**config.mk**
```make
export PLATFORM = sky130hd
export DESIGN_NAME = mem_responder
export DESIGN_NICKNAME = d
export VERILOG_FILES = /design/src/rtl/mem_responder.sv
export SDC_FILE = /design/constraint.sdc
export NUM_CORES = 1
export LEC_CHECK = 0
export CAP_MARGIN = 20
export CORE_ASPECT_RATIO = 0.75
export CORE_MARGIN = 2
export CORE_UTILIZATION = 51
export DETAILED_ROUTE_END_ITERATION = 8
export GPL_ROUTABILITY_DRIVEN = 0
export HOLD_SLACK_MARGIN = 0.15
export PLACE_DENSITY_LB_ADDON = 0.08
export SLEW_MARGIN = 40
export SYNTH_ARGS = -nofsm -noshare
export SYNTH_HDL_FRONTEND = slang
export SYNTH_SLANG_ARGS = --single-unit
```
**constraint.sdc**
```tcl
create_clock -name clk -period 3.22 [get_ports clk]
set_input_delay 0.805 -clock clk [delete_from_list [all_inputs] [get_ports clk]]
set_output_delay 0.805 -clock clk [all_outputs]
set_load 0.05 [all_outputs]
```
**src/rtl/mem_responder.sv**
```systemverilog
// Memory-side responder: arbitrates fetch and load/store onto one RAM port
// with configurable read latency, plus a small memory-mapped I/O window.
module mem_responder #(
  parameter int WIDTH = 16,
  parameter int MEM_LATENCY = 1,
  parameter logic [WIDTH-1:0] IO_BASE = WIDTH'(16'hFF00)
) (
  input  logic             clk,
  input  logic             reset,
  input  logic             fetch_req,
  input  logic [WIDTH-1:0] pc_addr,
  output logic             fetch_done,
  output logic [WIDTH-1:0] instr,
  input  logic             loading,
  input  logic             storing,
  input  logic             write_to_memory,
  input  logic [WIDTH-1:0] data_addr,
  input  logic [WIDTH-1:0] store_data,
  output logic             data_done,
  output logic [WIDTH-1:0] load_data,
  output logic             busy,
  output logic [WIDTH-1:0] mem_addr,
  output logic [WIDTH-1:0] mem_wdata,
  output logic             mem_we,
  input  logic [WIDTH-1:0] mem_rdata,
  input  logic [WIDTH-1:0] io_switches,
  output logic [WIDTH-1:0] io_leds
);

  typedef enum logic [1:0] {IDLE, READ, WRITE, RESP} state_t;

  localparam logic [1:0] LAT_LAST = 2'(MEM_LATENCY - 1);
  localparam logic [WIDTH-1:0] OFF_LED = WIDTH'(0);
  localparam logic [WIDTH-1:0] OFF_SW  = WIDTH'(1);
  localparam logic [WIDTH-1:0] OFF_CNT = WIDTH'(2);

  state_t state, state_nxt;

  logic             srv_data;
  logic [1:0]       lat_cnt;
  logic [WIDTH-1:0] cycle_cnt;
  logic [WIDTH-1:0] sw_meta;
  logic [WIDTH-1:0] sw_sync;

  logic             ld_req;
  logic             st_req;
  logic             fe_req;
  logic             any_req;
  logic             data_sel;
  logic             req_io;
  logic             lat_last;
  logic             clr_cnt;
  logic [WIDTH-1:0] req_addr;
  logic [WIDTH-1:0] io_off;
  logic [WIDTH-1:0] io_rdata;

  // A load masks a simultaneous store; fetch only wins an otherwise idle data port.
  always_comb begin
    ld_req   = loading;
    st_req   = storing && write_to_memory && !loading;
    fe_req   = fetch_req && !loading && !st_req;
    any_req  = ld_req || st_req || fe_req;
    data_sel = ld_req || st_req;
    req_addr = data_sel ? data_addr : pc_addr;
    req_io   = req_addr >= IO_BASE;
    io_off   = req_addr - IO_BASE;
    lat_last = lat_cnt == LAT_LAST;
    clr_cnt  = (state == IDLE) && st_req && req_io
               && (io_off == OFF_CNT);
    io_rdata = '0;
    unique case (1'b1)
      io_off == OFF_LED: io_rdata = io_leds;
      io_off == OFF_SW:  io_rdata = sw_sync;
      io_off == OFF_CNT: io_rdata = cycle_cnt;
      default: ;
    endcase
  end

  always_comb begin
    state_nxt = state;
    unique case (state)
      IDLE: begin
        if (any_req) begin
          if (req_io)      state_nxt = RESP;
          else if (st_req) state_nxt = WRITE;
          else             state_nxt = READ;
        end
      end
      READ:    if (lat_last) state_nxt = RESP;
      WRITE:   state_nxt = RESP;
      RESP:    state_nxt = IDLE;
      default: state_nxt = IDLE;
    endcase
  end

  always_ff @(posedge clk) begin
    if (reset) state <= IDLE;
    else       state <= state_nxt;
  end

  always_ff @(posedge clk) begin
    if (reset) begin
      srv_data  <= 1'b0;
      lat_cnt   <= '0;
      mem_addr  <= '0;
      mem_wdata <= '0;
      mem_we    <= 1'b0;
      instr     <= '0;
      load_data <= '0;
      io_leds   <= '0;
    end else begin
      mem_we <= 1'b0;
      unique case (state)
        IDLE: begin
          if (any_req) begin
            srv_data <= data_sel;
            lat_cnt  <= '0;
            if (!req_io) begin
              mem_addr <= req_addr;
              if (st_req) begin
                mem_wdata <= store_data;
                mem_we    <= 1'b1;
              end
            end else if (st_req) begin
              if (io_off == OFF_LED) io_leds <= store_data;
            end else if (ld_req) begin
              load_data <= io_rdata;
            end else begin
              instr <= io_rdata;
            end
          end
        end
        READ: begin
          lat_cnt <= lat_cnt + 2'd1;
          if (lat_last) begin
            if (srv_data) load_data <= mem_rdata;
            else          instr     <= mem_rdata;
          end
        end
        default: ;
      endcase
    end
  end

  // Free-running counter; a clearing store takes priority over the increment.
  always_ff @(posedge clk) begin
    if (reset) begin
      cycle_cnt <= '0;
      sw_meta   <= '0;
      sw_sync   <= '0;
    end else begin
      cycle_cnt <= clr_cnt ? '0 : cycle_cnt + WIDTH'(1);
      sw_meta   <= io_switches;
      sw_sync   <= sw_meta;
    end
  end

  assign busy       = state != IDLE;
  assign fetch_done = (state == RESP) && !srv_data;
  assign data_done  = (state == RESP) && srv_data;

endmodule

```
# Yosys cells after proc, flatten, opt, wreduce, memory -nomap -nowiden
# Cells that the tools add are included.
# W data, S select, Z words.
[classes] n_bitwise=3 eq_ne=13 reduce_logical=29 magnitude_cmp=1 addsub=3 mux=24
[op_table] operator="$mux W16" n=13
[op_table] operator="$pmux W16 S2" n=2
[op_table] operator="$pmux W16 S3" n=1
[op_table] operator="$add A16 B1 Y16 const B" n=1
[op_table] operator="$eq A16 B1 Y1 const B" n=1
[op_table] operator="$eq A16 B2 Y1 const B" n=1
[op_table] operator="$ge A16 B16 Y1 const B" n=1
[op_table] operator="$logic_not A16 Y1" n=1
[op_table] operator="$ne A2 B2 Y1 const B" n=8
[op_table] operator="$sub A16 B16 Y16 const B" n=1
[op_table] operator="$reduce_and A7 Y1" n=2
[op_table] operator="$mux W2" n=5
[op_table] operator="$logic_and A1 B1 Y1" n=9
[op_table] operator="$pmux W2 S4" n=1
[op_table] operator="$reduce_and A2 Y1" n=3
[op_table] operator="$reduce_and A5 Y1" n=1
[op_table] operator="$eq A2 B2 Y1 const B" n=2
[op_table] operator="$logic_not A2 Y1" n=2
[op_table] operator="$pmux W2 S2" n=1
[op_table] operator="$reduce_and A4 Y1" n=1
[op_table] operator="$reduce_bool A2 Y1" n=2
[op_table] operator="$reduce_or A4 Y1" n=1
[op_table] operator="$logic_not A1 Y1" n=3
[op_table] operator="$not A1 Y1" n=3
[op_table] operator="other kinds (6)" n=7
[word_totals] register_bits=134 input_bits=86 output_inout_bits=84

# Longest topological paths before layout
[depth] depth_word=12 depth_mapped=9 ltp_nobuf=7

# Worst setup path after synthesis
# OpenSTA, ideal clock, no wires.
[synth_path] path_kind="input-to-reg" from="input data_addr[2]" to="register cycle_cnt[15]" path_stages=6 arrival_ns=2.231 slack_ns=0.875 cell_sequence="or4_1 > nor4_4 > o22a_4 > a31o_2 > buf_4 > nor2_1"
[synth_via] elab_chain_cells=5 word_cells_on_any_way=7
[synth_lines] element="from (decl)" line_no="17" source="input logic [WIDTH-1:0] data_addr,"
[synth_lines] element="$mux W16 *" line_no="64" source="req_addr = data_sel ? data_addr : pc_addr;"
[synth_lines] element="$sub A16 B16 Y16 / $ge A16 B16 Y1 (equally long branches)" line_no="66, 65"
[synth_lines] element="$eq A16 B2 Y1 / $logic_and A1 B1 Y1 (equally long branches)" line_no="69, 68"
[synth_lines] element="$logic_and A1 B1 Y1 *" line_no="69" source="&& (io_off == OFF_CNT);"
[synth_lines] element="$reduce_or A2 Y1 (no line) *"
[synth_lines] element="to (signal assigned)" line_no="152" source="cycle_cnt <= clr_cnt ? '0 : cycle_cnt + WIDTH'(1);"
[synth_lines] element="to (decl)" line_no="41" source="logic [WIDTH-1:0] cycle_cnt;"
# Mark *: on every way between the ends. The rest lies on a longest branch, timed or not.
# A chain may end at the register's enable or synchronous reset.

# Worst setup path after layout
[layout_path] from="register state[0]" to="output busy"
[layout_via] elab_chain_cells=1
[layout_lines] element="from (decl)" line_no="37" source="state_t state, state_nxt;"
[layout_lines] element="from (signal assigned)" line_no="98" source="else state <= state_nxt;"
[layout_lines] element="$reduce_bool A2 Y1" line_no="158" source="assign busy = state != IDLE;"
[layout_lines] element="to (decl)" line_no="21" source="output logic busy,"
# Every way passes these cells.

==> metrics.md <==
| Metric | Value |
|---|---|
| Synth top area cells | dfxtp_1, mux2i_1, nor2_1, nor2b_1, o22ai_1 |
| Critical path arrival | about 2300 ps |
| Critical Path Fanout Max | 8 |
| Clock Skews | a little over 9 ps |
| Horizontal die dimension | ~130 µm |
| Distinct cell type count after synthesis | 51 |
| Part of the total power dissipated in combinational logic | 0.397 |
| Number of ports placed on the die boundary | 170 |
| Number of antenna repair diodes | 0 |
| Maximum count of clock buffers along a single path | 2 |
| Fraction of post-synthesis cell area in the top cell type by area | 0.4662 |
| Starting utilization of the core area | 0.5259 |
| Count of unresolved DRC violations after routing | 0 |
| Cell accounting for the most synthesized area | dfxtp_1 |
| Postcts setup bufs | 0 |
| Global-route wire length before repair | ~25000 µm |
| Sequential area share after synthesis | 0.4662 |
| All-Layer GR Usage | 0.2611 |
| Hold Slack | 444.4 ps |
| Final Total Pwr | between 6 and 7 mW |
| Leakage dissipation | 3.216 nW |
| CP Capture Type | output port |
| Maximum number of pins on one net before global-route repair | a little under 90 |
| Setup CP Type | register to output port |
| Average wire length per cell after detail routing | 17.54 µm |
| Clock Pin Slew Worst Setup and Hold Paths | roughly 50 ps |
| Detailed-router iteration count before antenna repair | 5 |
| Area occupied by registers | 0.002683 mm² |
| Die Span Y | ~96 µm |
| Switching power | 2.362 mW |
| Timing-limited maximum frequency | 0.3247 GHz |
| Setup repair after global routing missed its margin | false |
| TritonCTS buffer count | 17 |
| Vias per std cell | 5.547 |
| Tightest slew margin relative to the limit | 0.4553 |
| Number of flip-flops and latches in the synthesized netlist | 134 |
| VDD IR-drop max | 0.0005459 V |
| Number of enable-type register cells in the synthesized netlist | 0 |
| Total number of clock tree sinks | around 130 |
| Cts-stage hold buffer count | 0 |
| Total count of hold-check failures in the final report | 0 |
| Iter 0 DRT Violations | approximately 480 |
| Required time reported for the critical path endpoint | about 2400 ps |
| Final core utilization | 0.7387 |
| Final setup violation count | 0 |
| Status | complete, no violations |
| Latest clock arrival within the worst-skew pair | 410 ps |
| Pwr/cell area | approximately 790 mW/mm² |
| DP Area | 0.007533 mm² |
| Top post-synthesis cells by count | dfxtp_1, nor2_1, mux2i_1 |
| Transition time of the tightest slew-check pin | 817.1 ps |
| Number of standard cells after synthesis | about 600 |
| Path category of the worst min-delay check | register to register |
| Layout-stage area growth over the synthesis result | 40.47% |
| Synthesis warning total | 0 |
| Post-synth ARST share | 0 |
| Top_reg_cell synth | dfxtp_1 |
| Std-Cell Rows | 33 |
| Core ar. | 0.01094 mm² |
| Clock root buffer | clkbuf_16 |
| Fraction of power consumed by the clock network | 0.280 |
| Post-cts repair resize count | 0 |
| Fin nets | about 850 |
| Post-route cell area | between 0.008 and 0.009 mm² |
| Clock tree from TritonCTS | done |
| DR vias | roughly 5000 |
| Source of the worst register-to-register timing path | state[1] |
| Critical path startpoint | state[0] |
| Number of pins with negative max-slew slack in the final report | 0 |
| Final period demand of the worst path | between 3000 and 4000 ps |
| Wirelength, routed | around 16000 µm |
| Min-Delay Startpoint | sw_meta[3] |
| Fill cell count | 784 |
| Number of levels in the clock H-tree | 4 |
| Antenna-violating nets left | 0 |
| Area of the multi-input gates | roughly 0.0028 mm² |
| Max-capacitance violation count | 0 |
| Critical path startpoint category | register |
| Vias in the first global route | 4838 |
| Average footprint of a synthesized cell | about 9.6 µm² |
| PortBufs | about 170 |
| Sequential cell fraction of total power | 0.323 |
| Final Cycle Share | 0.9563 |
| Net Count, Synth | between 600 and 700 |
| Remaining Overflow, GRT | 0 |
| Final HPWL from detailed placement | between 10000 and 15000 µm |
| Fraction of final layout cells sized beyond drive strength 1 | 0.07662 |
| Post-synthesis instance area | approximately 0.0058 mm² |
| Die area | roughly 0.012 mm² |
| Switching share of power | 0.3712 |
| Antenna violations before repair | 0 |
| Most repeated cell in the gate-level netlist after synthesis | dfxtp_1 |
| P_int | roughly 4 mW |
-- critical path: stages, from the launching register on --
cell             delay [ps]
dfxtp_1                 400
inv_1                    90
ha_1                    310
inv_1                   220
clkdlybuf4s50_1         840
-- logic make-up (layout without fill, tap and decap cells) --
family	after synthesis	in the layout	share of synthesized area
simple gates	230	230	0.2031
flops	134	134	0.4662
compound gates	109	109	0.1498
mux	56	56	0.1005
buf+inv	48	221	0.04610
xor+xnor	14	14	0.02131
fa+ha+maj	6	6	0.01305
-- cell type report --
class,count,share of cell area
clock buffers,23,0.06161
clock inverters,4,0.005882
inverters,11,0.005108
multi-input cells,415,0.3486
flip-flops and latches,134,0.3319
well taps,140,0.02167
repair buffers,183,0.2252
-- layer usage --
layer,GRT usage,share of wire,vias up
met4,0.07784,0.016,0
met2,0.4069,0.44,244
met3,0.08394,0.090,25
li1,-,-,2425
met1,0.3493,0.45,2354
met5,0,0,-
-- layout by cell type, fill, tap and decap left out, types with 17 or more instances in the layout --
cell type | netlist | layout
a21boi_0 | 22 | 22
and2_1 | 21 | 21
clkdlybuf4s50_1 | 0 | 168
nor2b_1 | 34 | 34
dfxtp_1 | 134 | 134
mux2i_1 | 54 | 54
nand2_1 | 37 | 37
nor2_1 | 95 | 95
clkbuf_16 | 0 | 17
o22ai_1 | 27 | 27
-- final timing paths --
path                        to  cells past startpoint  slack (ps)
setup / recovery          busy                      4         140
hold / removal      sw_sync[3]                      1         440
setup reg to reg  load_data[7]                      7         770
hold reg to reg     sw_sync[3]                      1         440
-- registers in the layout, indices dropped and copies added (netlist names) --
signal and cells:
mem_wdata 16, io_leds 16, sw_sync 16, cycle_cnt 16, mem_we 1, instr 16, sw_meta 16, load_data 16
srv_data 1, mem_addr 16, state 2, lat_cnt 2
-- metrics by stage --
step | worst slack, ps | TNS (ps) | std cells
after global routing | 32.70 | 0 | 910
after detailed placement | -95.48 | -105.2 | 883
after floorplan | 874.7 | 0 | 597
final | 140.7 | 0 | 910
after global placement | 69.54 | 0 | 883
after CTS | 147.6 | 0 | 910
-- power groups by stage --
stage                     Sequential, mW  Clock [mW]  Combinational [mW]
after floorplan                     2.73           0                1.07
after global placement              2.07           0                2.44
after detailed placement            2.08           0                2.50
after CTS                           2.05        1.81                2.51
after global routing                2.08        1.88                2.69
final                               2.05        1.78                2.52
Power figures use the tool's default switching activity.
